$ cat src/rtl/serial_mag_comparator.sv
//------------------------------------------------------------------------------
// serial_mag_comparator
// Purpose : cascadable unsigned magnitude comparator. Compares a and b DIGIT
//           bits per clock, MSB digit first, and stops at the first digit
//           that differs. Yields a three-way result (eq/gt/lt).
// Latency : done is high K cycles after the start edge. K is the 1-based
//           position of the first differing digit, N if all digits match,
//           and 1 if the upper cascade already decided.
// Backpressure: start is only sampled while idle. A start seen while busy is
//           dropped, and the latched operands are left untouched.
// Ports   : clk, rst_n (async active-low), start, a, b, eq_in, gt_in (cascade
//           from the more-significant stage) -> busy, done (1-cycle pulse),
//           eq, gt, lt (held until the next accepted start).
//------------------------------------------------------------------------------
`timescale 1ns/1ps
module serial_mag_comparator #(
    parameter int WIDTH = 16,   // operand width, multiple of DIGIT
    parameter int DIGIT = 2     // bits compared per cycle, >= 1
) (
    input  logic             clk,
    input  logic             rst_n,
    input  logic             start,
    input  logic [WIDTH-1:0] a,
    input  logic [WIDTH-1:0] b,
    input  logic             eq_in,
    input  logic             gt_in,
    output logic             busy,
    output logic             done,
    output logic             eq,
    output logic             gt,
    output logic             lt
);

    localparam int N    = WIDTH / DIGIT;
    localparam int IDXW = (N > 1) ? $clog2(N) : 1;

    typedef enum logic {
        IDLE    = 1'b0,
        COMPARE = 1'b1
    } state_t;

    state_t            state;
    state_t            state_nxt;

    // Operands are held left-aligned and shifted toward the MSB, so the
    // digit under test is always the top DIGIT bits.
    logic [WIDTH-1:0]  a_sh;
    logic [WIDTH-1:0]  b_sh;
    logic              eq_in_q;
    logic              gt_in_q;
    logic [IDXW-1:0]   idx;

    logic [DIGIT-1:0]  a_dig;
    logic [DIGIT-1:0]  b_dig;

    logic              accept;
    logic              finish;
    logic              advance;
    logic              res_eq;
    logic              res_gt;
    logic              res_lt;

    assign a_dig = a_sh[WIDTH-1 -: DIGIT];
    assign b_dig = b_sh[WIDTH-1 -: DIGIT];

    // State register
    always_ff @(posedge clk or negedge rst_n) begin
        if (!rst_n) begin
            state <= IDLE;
        end else begin
            state <= state_nxt;
        end
    end

    // Next state and per-edge decision
    always_comb begin
        state_nxt = state;
        accept    = 1'b0;
        finish    = 1'b0;
        advance   = 1'b0;
        res_eq    = 1'b0;
        res_gt    = 1'b0;
        res_lt    = 1'b0;
        case (state)
            IDLE: begin
                if (start) begin
                    accept    = 1'b1;
                    state_nxt = COMPARE;
                end
            end
            COMPARE: begin
                // An upper stage that already differs decides on the first
                // compare edge. The local operands are then irrelevant.
                if (!eq_in_q) begin
                    finish = 1'b1;
                    res_gt = gt_in_q;
                    res_lt = ~gt_in_q;
                end else if (a_dig > b_dig) begin
                    finish = 1'b1;
                    res_gt = 1'b1;
                end else if (a_dig < b_dig) begin
                    finish = 1'b1;
                    res_lt = 1'b1;
                end else if (idx == '0) begin
                    finish = 1'b1;
                    res_eq = 1'b1;
                end else begin
                    advance = 1'b1;
                end
                if (finish) begin
                    state_nxt = IDLE;
                end
            end
            default: state_nxt = IDLE;
        endcase
    end

    // Datapath and output registers
    always_ff @(posedge clk or negedge rst_n) begin
        if (!rst_n) begin
            a_sh    <= '0;
            b_sh    <= '0;
            eq_in_q <= 1'b0;
            gt_in_q <= 1'b0;
            idx     <= '0;
            busy    <= 1'b0;
            done    <= 1'b0;
            eq      <= 1'b0;
            gt      <= 1'b0;
            lt      <= 1'b0;
        end else begin
            done <= finish;
            if (accept) begin
                a_sh    <= a;
                b_sh    <= b;
                eq_in_q <= eq_in;
                gt_in_q <= gt_in;
                idx     <= IDXW'(N - 1);
                busy    <= 1'b1;
                eq      <= 1'b0;
                gt      <= 1'b0;
                lt      <= 1'b0;
            end else if (finish) begin
                busy <= 1'b0;
                eq   <= res_eq;
                gt   <= res_gt;
                lt   <= res_lt;
            end else if (advance) begin
                a_sh <= a_sh << DIGIT;
                b_sh <= b_sh << DIGIT;
                idx  <= idx - IDXW'(1);
            end
        end
    end

endmodule

$ cat config.mk
export PLATFORM = sky130hd
export DESIGN_NAME = serial_mag_comparator
export DESIGN_NICKNAME = d
export VERILOG_FILES = /design/src/rtl/serial_mag_comparator.sv
export SDC_FILE = /design/constraint.sdc
export NUM_CORES = 1
export LEC_CHECK = 0
export BUFFER_PORTS_ARGS = -buffer_cell sky130_fd_sc_hd__buf_2
export CAP_MARGIN = 5
export CORE_MARGIN = 5
export CORE_UTILIZATION = 59
export DETAILED_ROUTE_END_ITERATION = 8
export PLACE_DENSITY = 0.85
export SLEW_MARGIN = 20
export SYNTH_ARGS = -nofsm -noshare
export SYNTH_HDL_FRONTEND = slang
export SYNTH_SLANG_ARGS = --single-unit
$ cat constraint.sdc
create_clock -name clk -period 3.35 [get_ports clk]
set_clock_uncertainty 0.15 [all_clocks]
set_input_delay 0.1675 -clock clk [delete_from_list [all_inputs] [get_ports clk]]
set_output_delay 0.1675 -clock clk [all_outputs]
set_load 0.01 [all_outputs]
==> run metrics <==
Ant. Diodes=0; Slew @ Worst Pin=1.06 ns; Critical Path End=b_sh[0]$_DFFE_PN0P_; H-tree Lvls=2; Netlist cell types=28; Clk pin slew, worst setup/hold paths=0.07 ns; critical path data required time=3.34 ns; Die Area=5050 um2; CTS max path bufs=2; CTS Sinks=43; Comb pwr share=0.417; pin count of the biggest net entering global routing=51; FF-to-FF End=b_sh[0]$_DFFE_PN0P_; synthesized instance count=232; Final setup violation count=0; die width=71.1 um; Final #Nets=340; Post-Synth XOR/XNOR Area=0; initial antenna violation count=0; CTS tree=yes; maximum fanout along the worst path=31; final core occ=0.781; hold buffer count at CTS=35; Worst Hold Launch=start; CP Capture Type=register; RePlAce Congestion=0.758; Critical path origin=idx[1]$_DFFE_PN0P_; number of global-route vias before repair=1,904; layout cells sized above 1=0.191; Yosys warning total=0; status=finished, final reports clean; hpwl dp=3.20 mm; initial detailed-routing violation count=234; post-route ant nets=0; Post-CTS Setup Inserts=0; RR Startpoint=idx[1]$_DFFE_PN0P_; Cell Rows=22; Initial Util=0.605; Core Area=3630 um2; Post-route DRC=0; post-route setup TNS=0 ns; # port buffers=41; Regs by FF count=a_sh (16), b_sh (16), idx (3); fmax=468 MHz; Sw Ratio=0.372; Max-slew headroom=0.292; via count=2,031; Final Critical Period=2.14 ns; gr ovfl total=0; Avg Vias per Cell=5.87; final wirelength=5.63 mm; Post-Synth Adder-Cell Area=0.0228; final hold violation count=0; IO Pins=42; largest family of logic cells by synthesized area=simple AND/OR/NAND/NOR gates; post-route cell area=2840 um2; # placed instances=305; Static Leak=1.35 nW; Syn Nets=273; first-pass GRT wire length=9.32 mm; post-CTS sizing=0; clock network power share=0.159; Register-to-Register Path Depth=7; Synth Area in Simple Gates=0.186; compound-cell area share of the yosys netlist=0.181; count of pins over their slew limit=0; PD cells=662 nW/um2; wire per inst=16.3 um; Avg Inst Size Synth=9.48 um2; Total Routing Usage GR=0.237; drt pass-1 iters=4; worst vdd ir=0.365 mV; WP data arrival=2.12 ns; Seq/Total Area, Yosys=0.489; Switching Power=0.699 mW; Crit Path Class=register to register; Mapped Area=2200 um2; Die Ht=71.1 um; period utilisation layout=0.638; type of the worst min-delay path=primary input to register; CTS Buf Count=5; synthesis-stage register bit count=43; Layout area overhead=29.0%; Max-Cap Viols=0; crit path launch type=register; register share of total power=0.424; post-synthesis mux area share=0.0142; placed cell area=2410 um2; R2R Setup Slk=1.21 ns; fin cells=346; RSZ-0062 raised after global routing=no; clk root buf=clkbuf_8; P_int=1.18 mW; Skew-Pair Late Insertion Delay=0.29 ns
[critical path, cell delays in order, from the launching register on]
cell and delay (ns):
dfrtp_1 0.36, inv_1 0.05, ha_1 0.17, ha_1 0.22, nand2b_1 0.17, buf_4 0.25
nor3_1 0.49, o31ai_1 0.13
[cell usage in the layout, fill, tap and decap left out, drive strengths merged]
cell type and n:
o31ai 5, a221o 25, a21oi 1, mux2 1, nor4 25, nor2b 2, o32ai 1, dlygate4sd3 35
and2 5, o31a 1, o22ai 1, mux2i 2, a31oi 1, ha 4, dfrtp 43, inv 32
buf 48, o21ai 2, a22o 2, o311ai 3, clkbuf 6, o211ai 3, nor3 2, or3 2
nand2b 3, nor2 26, nand3 1, nand2 16
[power by group through the flow]
stage                     logic (mW)  registers [mW]  clock network [mW]
final                          0.784           0.796               0.299
after global routing           0.860           0.814               0.321
after CTS                      0.769           0.792               0.302
after detailed placement       0.735           0.802                   0
after global placement         0.712           0.791                   0
after floorplan                0.562           0.783                   0
[cell type report]
type / instances / area, um2
flip-flops and latches: 43 / 1080
multi-input cells: 134 / 900
fillers: 238 / 797
repair buffers: 83 / 608
inverters: 32 / 120
clock buffers: 6 / 72.6
well taps: 48 / 60.1
[cells by family (layout without fill, tap and decap cells)]
logic type,after synthesis,count (layout)
AOI/OAI and AO/OA,45,45
adders and majority gates,4,4
DFF,43,43
and+or+nand+nor,82,82
buffers and inverters,55,121
muxes,3,3
[cell usage after synthesis]
cell	instances	share of area
a221o_1	25	0.11
ha_1	4	0.023
mux2i_1	2	0.0091
clkbuf_1	16	0.027
mux2_2	1	0.0051
or3_1	2	0.0057
nor3_1	2	0.0046
nor2_1	26	0.044
nand2b_1	3	0.0085
buf_2	4	0.0091
o31a_1	1	0.0040
dfrtp_1	43	0.49
and2_1	5	0.014
o22ai_1	1	0.0028
buf_6	3	0.015
a22o_1	2	0.0080
o311ai_0	3	0.012
o211ai_1	3	0.010
o31ai_1	5	0.017
o21ai_0	2	0.0046
nand2_1	16	0.027
inv_1	32	0.055
a31oi_1	1	0.0028
nor4_1	25	0.071
a21oi_1	1	0.0023
o32ai_1	1	0.0040
nand3_2	1	0.0046
nor2b_1	2	0.0057
[worst min-delay path by stage]
stage	end	depth (start not counted)
2_1_floorplan	a_sh[0]$_DFFE_PN0P_	0
3_3_place_gp	b_sh[10]$_DFFE_PN0P_	1
3_5_place_dp	b_sh[8]$_DFFE_PN0P_	1
4_1_cts	lt$_DFFE_PN0P_	4
5_1_grt	gt$_DFFE_PN0P_	3
6_report	lt$_DFFE_PN0P_	4
[metrics by stage]
stage	setup WS (ns)	hold WS (ns)	power [mW]
2_1_floorplan	1.31	-0.278	1.35
5_1_grt	1.05	0.190	1.99
6_report	1.21	0.153	1.88
4_1_cts	1.23	0.147	1.86
3_5_place_dp	1.24	0.213	1.54
3_3_place_gp	1.31	0.211	1.50
[metal layers]
layer	global-route usage	routed length, um
met1	0.316	2380
met2	0.372	2840
met3	0.0384	271
met4	0.121	138
met5	0	0
Note: power is estimated with default switching activity, not from simulation.
